[config.mk]
export PLATFORM = sky130hd
export DESIGN_NAME = seq_to_sim_load_ctrl
export DESIGN_NICKNAME = d
export VERILOG_FILES = /design/src/rtl/seq_to_sim_load_ctrl.sv
export SDC_FILE = /design/constraint.sdc
export NUM_CORES = 1
export LEC_CHECK = 0
export ABC_CLOCK_PERIOD_IN_PS = 1700
export BUFFER_PORTS_ARGS = -buffer_cell sky130_fd_sc_hd__buf_2
export CORE_MARGIN = 2
export CORE_UTILIZATION = 45
export CTS_BUF_LIST = sky130_fd_sc_hd__clkbuf_4 sky130_fd_sc_hd__clkbuf_8
export DETAILED_ROUTE_END_ITERATION = 16
export GPL_ROUTABILITY_DRIVEN = 0
export HOLD_SLACK_MARGIN = 0.06
export PLACE_DENSITY = 0.81
export SETUP_SLACK_MARGIN = 0.05
export SYNTH_ARGS = -nofsm -noshare
export SYNTH_HDL_FRONTEND = slang
export SYNTH_SLANG_ARGS = --single-unit
export TNS_END_PERCENT = 10
[constraint.sdc]
create_clock -name clk -period 1.7 [get_ports clk]
set_input_delay 0.255 -clock clk [delete_from_list [all_inputs] [get_ports clk]]
set_output_delay 0.255 -clock clk [all_outputs]
set_load 0.02 [all_outputs]
[src/rtl/seq_to_sim_load_ctrl.sv]
// seq_to_sim_load_ctrl: load sequencer for a serial-to-parallel shift register.
// Fills SHIFT_LEN symbols, presents the word downstream, counts delivered words.
module seq_to_sim_load_ctrl #(
  parameter int SHIFT_LEN = 4,
  parameter int WCNT_W    = 16,
  localparam int FW = (SHIFT_LEN < 1) ? 1 : $clog2(SHIFT_LEN + 1)
) (
  input  logic              clk,
  input  logic              in_ctr_Arst_n,
  input  logic              in_ctr_abort,
  input  logic              in_vld,
  output logic              in_rdy,
  output logic              out_ctr_Srst,
  output logic              out_ctr_en,
  output logic              out_vld,
  input  logic              out_rdy,
  output logic [FW-1:0]     out_fill,
  output logic [WCNT_W-1:0] out_word_cnt
);

  typedef enum logic [1:0] {
    INIT = 2'd0,
    FILL = 2'd1,
    FULL = 2'd2
  } state_t;

  localparam logic [FW-1:0] FILL_MAX = FW'(SHIFT_LEN);
  localparam logic [FW-1:0] LAST     = FW'(SHIFT_LEN - 1);
  localparam logic [FW-1:0] ONE      = FW'(1);

  if (SHIFT_LEN < 1) begin : g_bad
    $error("seq_to_sim_load_ctrl: SHIFT_LEN must be >= 1");
    assign in_rdy       = 1'b0;
    assign out_ctr_Srst = 1'b1;
    assign out_ctr_en   = 1'b0;
    assign out_vld      = 1'b0;
    assign out_fill     = '0;
    assign out_word_cnt = '0;
  end else begin : g_ctrl
    state_t             state_q;
    logic [FW-1:0]      fill_q;
    logic [WCNT_W-1:0]  cnt_q;
    logic               vld_q;

    // State, fill level, word count and word-valid flag.
    always_ff @(posedge clk or negedge in_ctr_Arst_n) begin
      if (!in_ctr_Arst_n) begin
        state_q <= INIT;
        fill_q  <= '0;
        cnt_q   <= '0;
        vld_q   <= 1'b0;
      end else if (in_ctr_abort) begin
        state_q <= FILL;
        fill_q  <= '0;
        vld_q   <= 1'b0;
      end else begin
        unique case (state_q)
          INIT: state_q <= FILL;
          FILL: begin
            if (in_vld) begin
              if (fill_q == LAST) begin
                state_q <= FULL;
                fill_q  <= FILL_MAX;
                vld_q   <= 1'b1;
              end else begin
                fill_q <= fill_q + ONE;
              end
            end
          end
          FULL: begin
            if (out_rdy) begin
              cnt_q <= cnt_q + 1'b1;
              if (in_vld) begin
                fill_q <= ONE;
                if (SHIFT_LEN != 1) begin
                  state_q <= FILL;
                  vld_q   <= 1'b0;
                end
              end else begin
                fill_q  <= '0;
                state_q <= FILL;
                vld_q   <= 1'b0;
              end
            end
          end
          default: begin
            state_q <= INIT;
            fill_q  <= '0;
            vld_q   <= 1'b0;
          end
        endcase
      end
    end

    // Handshake and shift-register controls; abort forces a clear.
    always_comb begin
      in_rdy       = 1'b0;
      out_ctr_Srst = 1'b0;
      out_ctr_en   = 1'b0;
      if (in_ctr_abort) begin
        out_ctr_Srst = 1'b1;
      end else begin
        unique case (state_q)
          INIT: out_ctr_Srst = 1'b1;
          FILL: begin
            in_rdy     = 1'b1;
            out_ctr_en = in_vld;
          end
          FULL: begin
            in_rdy     = out_rdy;
            out_ctr_en = in_vld & out_rdy;
          end
          default: out_ctr_Srst = 1'b1;
        endcase
      end
    end

    assign out_vld      = vld_q;
    assign out_fill     = fill_q;
    assign out_word_cnt = cnt_q;
  end

endmodule
== Word level (Yosys, flattened, before mapping) ==
Index checks and enable logic that the tools add are counted.

* $add $sub $neg: 2
* Equal/unequal tests: 7
* Multiplexer cells: 22
* Bitwise logic cells: 2
* Reduce and logical (&&, ||, !) cells: 6

{| class="wikitable"
|+ Operators with widths
! cell !! number
|-
| $add A16 B1 Y16 const B || 1
|-
| $mux W3 || 4
|-
| $mux W1 || 9
|-
| $ne A3 B3 Y1 const B || 3
|-
| $pmux W3 S3 || 1
|-
| $reduce_and A3 Y1 || 3
|-
| $mux W2 || 4
|-
| $pmux W2 S3 || 1
|-
| $pmux W1 S2 || 2
|-
| $reduce_and A4 Y1 || 1
|-
| $add A3 B1 Y3 const B || 1
|-
| $eq A3 B2 Y1 const B || 1
|-
| $pmux W1 S3 || 1
|-
| $eq A2 B1 Y1 const B || 1
|-
| $eq A2 B2 Y1 const B || 1
|-
| $logic_not A2 Y1 || 1
|-
| $ne A2 B2 Y1 const B || 1
|-
| $reduce_or A2 Y1 || 1
|-
| $and A1 B1 Y1 || 1
|-
| $not A1 Y1 || 1
|}

* Flip-flop bits (word level): 22
* Input port bits: 5
* Output and inout bits: 23
* Word-level logic and storage cells: 43

== Logic depth before layout (Yosys ltp) ==
* Depth after elaboration: 5
* Mapped depth: 6
* Depth with buffers taken out: 6

== Least setup slack after synthesis ==
Ideal clock, no wire load.

* Kind: flip-flop to output port
* From: register g_ctrl.state_q[0]
* To: output out_ctr_en
* Arrival: 1.533 ns
* Data required time: 1.445 ns
* Slack: -0.088 ns
* Cell stages (with the launch flop): 6
* Path buffers: 0
* Path through: dfrtp_1 > inv_1 > ha_1 > nand2b_1 > nor2_1 > and2_1

* Cells in the longest elaborated chain, start to end: 3
* Elaborated cells on any way between the ends: 4

{| class="wikitable"
|+ RTL lines
! item !! RTL line !! text
|-
| start: declaration || 40 || <nowiki>state_t state_q;</nowiki>
|-
| start signal: assignment || 48 || <nowiki>state_q <= INIT;</nowiki>
|-
| start signal: assignment || 53 || <nowiki>state_q <= FILL;</nowiki>
|-
| start signal: assignment || 58 || <nowiki>INIT: state_q <= FILL;</nowiki>
|-
| $eq A2 B2 Y1 or $eq A2 B1 Y1 (tied branches) || 103 || <nowiki>unique case (state_q)</nowiki>
|-
| $pmux W1 S2 * || 103 ||
|-
| $mux W1 * || 100 || <nowiki>if (in_ctr_abort) begin</nowiki>
|-
| end: declaration || 14 || <nowiki>output logic out_ctr_en,</nowiki>
|}

Every way passes the cells marked *; elsewhere a longest branch is shown, timed or not.

== Final worst setup path ==
Ends and elaborated chain as after synthesis.

==> results.yml <==
synthesis:
  synth_common_cells: "22 x dfrtp_1, 13 x nor2_1, 8 x inv_1, 8 x xnor2_1, 8 x xor2_1"
  synth_fp_nets: 118
  synth_edf_count: 0
  yosysMostFrequentCell: "dfrtp_1"
  yosys.area.top_type: "dfrtp_1"
  ys_seq_elements: 22
  synthTopCellsByArea: "dfrtp_1 48%, ha_1 6.6%, xnor2_1 6.1%"
  ys_types: 26
  synth_area_mm2: 0.00114
  ys_seq_area_frac: 0.483
  async_flop_share: 1.00
  yosysWarnings: 0
  avgSynthCellArea_um2: 10.7
  synth_top_area_share: 0.483
  postSynthCellCount: 107
  synthFlopType: "dfrtp_1"
timing:
  finClkSkew_ps: 12.7
  finalHoldViolations: 0
  period_share: 1.03
  fmax_mhz: 569
  period_needed_ps: 1760
  drv_slew: 0
  worst_pin_slew_ps: 493
  fin_setup_tns_ps: -58.1
  holdWs_ps: 198
  relSlewSlack: 0.671
  rsz0062_at_grt: "true"
  fin_ws_ps: -58.1
  setup_viol: 1
power_and_ir_drop:
  worst_ir_drop_vdd_mv: 0.946
  power_leakage_uw: 0.000772
  p_per_area_mw_per_mm2: 1030
floorplan:
  core_mm2: 0.00243
  io_pins: 28
  start_util: 0.469
  fp.dieH_um: 54.3
  num_rows: 18
  die_w_um: 54.3
  dieArea_mm2: 0.00295
clock_network:
  insertion_delay_ps: 330
  h-tree-depth: 1
  numCtsBuffers: 3
  cts_tree: "yes"
  root_buffer: "clkbuf_4"
  clock_path_buffers: 2
  clk_pin_slew_worst_paths_ps: 120
  cts.sinks: 22
drt:
  wl_um: 2440
  route.detailed.drc: 0
  vias_per_cell: 5.21
  vias: 901
  drt_iter0_markers: 8
  wl_per_cell_um: 14.1
  ant_nets: 0
  first_pass_iters: 4
worst_setup_path:
  arrival_ps: 1500
  cp-start-kind: "flop"
  r2r_end: "out_fill[0]"
  r2r_start: "g_ctrl.state_q[0]"
  crit_fanout: 5
  crit_required_ps: 1440
  endpoint_kind: "output port"
  critical_path_class: "reg -> out"
  crit_path_start: "g_ctrl.state_q[0]"
  rr_worst_depth: 6
  cp-endpoint: "out_ctr_en"
  r2r_slack_ps: 20
place:
  dp_cells: 167
  place_hpwl_um: 1680
  dpl-instance-area_mm2: 0.00134
  portBuffers: 27
flow_run:
  maxCapViolations: 0
global_routing:
  grt_pass1_vias: 931
  antenna_found_initial: 0
  grt_pass1_wl_um: 3820
  grt_start_max_net_pins: 23
  groute.usage.overall: 0.182
  gr-total-overflow: 0
worst_hold_path:
  hold_path_class: "in -> reg"
  min_path_cells: 2
finish:
  post_layout_nonfiller_instances: 173
  postLayoutCoreUtil: 0.624
  layout-drive-gt1-share: 0.420
  fill_cells: 205
  area_growth_pct: 33.2
  nets: 155
  fin_area_mm2: 0.00152
  antenna_cells: 0
run_status:
  violations: "setup timing"
  outcome: "finished with violations"
[registers in the layout, indices dropped and copies added (netlist names)]
register and cells:
g_ctrl.state_q 2, out_word_cnt 16, out_fill 3, out_vld 1
[report_power, final]
| part | internal (uW) | switching, uW |
|---|---|---|
| Sequential | 564 | 37.4 |
| Clock | 239 | 179 |
| Combinational | 253 | 285 |
| Total | 1060 | 501 |
[how the worst min path moves through the flow]
stage	start	end	slack (ps)
final	in_ctr_abort	g_ctrl.state_q[1]	200
after global routing	in_ctr_abort	g_ctrl.state_q[1]	210
after floorplan	in_ctr_Arst_n	g_ctrl.state_q[0]	-40
after global placement	in_ctr_Arst_n	out_word_cnt[15]	240
after CTS	in_ctr_abort	out_vld	190
after detailed placement	in_ctr_Arst_n	out_word_cnt[14]	250
[per-stage QoR]
stage          power, uW  setup slack [ps]
2_1_floorplan        894              61.9
3_3_place_gp        1030              86.2
3_5_place_dp        1040             -7.42
4_1_cts             1540             -71.3
5_1_grt             1640              -122
6_report            1560             -58.1
[cells by family (layout without fill, tap and decap cells)]
group,Yosys count,in the layout,share of synthesized area
simple gates,45,45,0.228
flops,22,22,0.483
xor+xnor,16,16,0.123
buf+inv,9,45,0.0362
fa+ha+maj,6,6,0.0659
compound gates,5,5,0.0252
mux,4,4,0.0384
[layer usage]
metal | GRT usage | vias to the layer above | wire length, um
li1 | - | 427 | -
met1 | 0.195 | 428 | 1010
met2 | 0.327 | 38 | 1240
met3 | 0.0546 | 8 | 146
met4 | 0.0792 | 0 | 44
met5 | 0 | - | 0
[final cells by class]
type                    instances  area (um2)  share of cell area
clock inverters                 1        30.0              0.0198
inverters                       8        32.5              0.0214
repair buffers                 33         189               0.124
well taps                      30        37.5              0.0247
flip-flops and latches         22         552               0.364
multi-input cells              76         654               0.431
clock buffers                   3        22.5              0.0148
[placed cells by master (no fill, tap or decap), types with 2 or more instances in the layout]
| master | instances |
|---|---|
| a21oi_1 | 2 |
| buf_2 | 26 |
| buf_4 | 5 |
| clkbuf_4 | 3 |
| dfrtp_1 | 21 |
| ha_1 | 3 |
| ha_4 | 3 |
| inv_1 | 6 |
| mux2_2 | 3 |
| nand2_1 | 7 |
| nand2b_1 | 2 |
| nand3_1 | 3 |
| nor2_1 | 12 |
| nor3_1 | 5 |
| nor3_2 | 4 |
| xnor2_1 | 8 |
| xor2_1 | 8 |
[worst max-delay path: stages, from the launching register on]
cell and delay (ps):
dfrtp_1 410, buf_4 150, ha_4 180, a21oi_4 140, nor2_4 50, and2_4 130
buf_6 120
[what timing repair did]
| action | in CTS | in global routing |
|---|---|---|
| buffers inserted | 0 | 1 |
| pin swaps | 2 | 4 |
| hold endpoints to repair | 22 | 0 |
| resized for setup | 14 | 9 |
| hold buffers | 1 | 0 |
| endpoints found under the setup margin | 12 | 17 |
No activity file was read; power rests on OpenSTA's default activity.
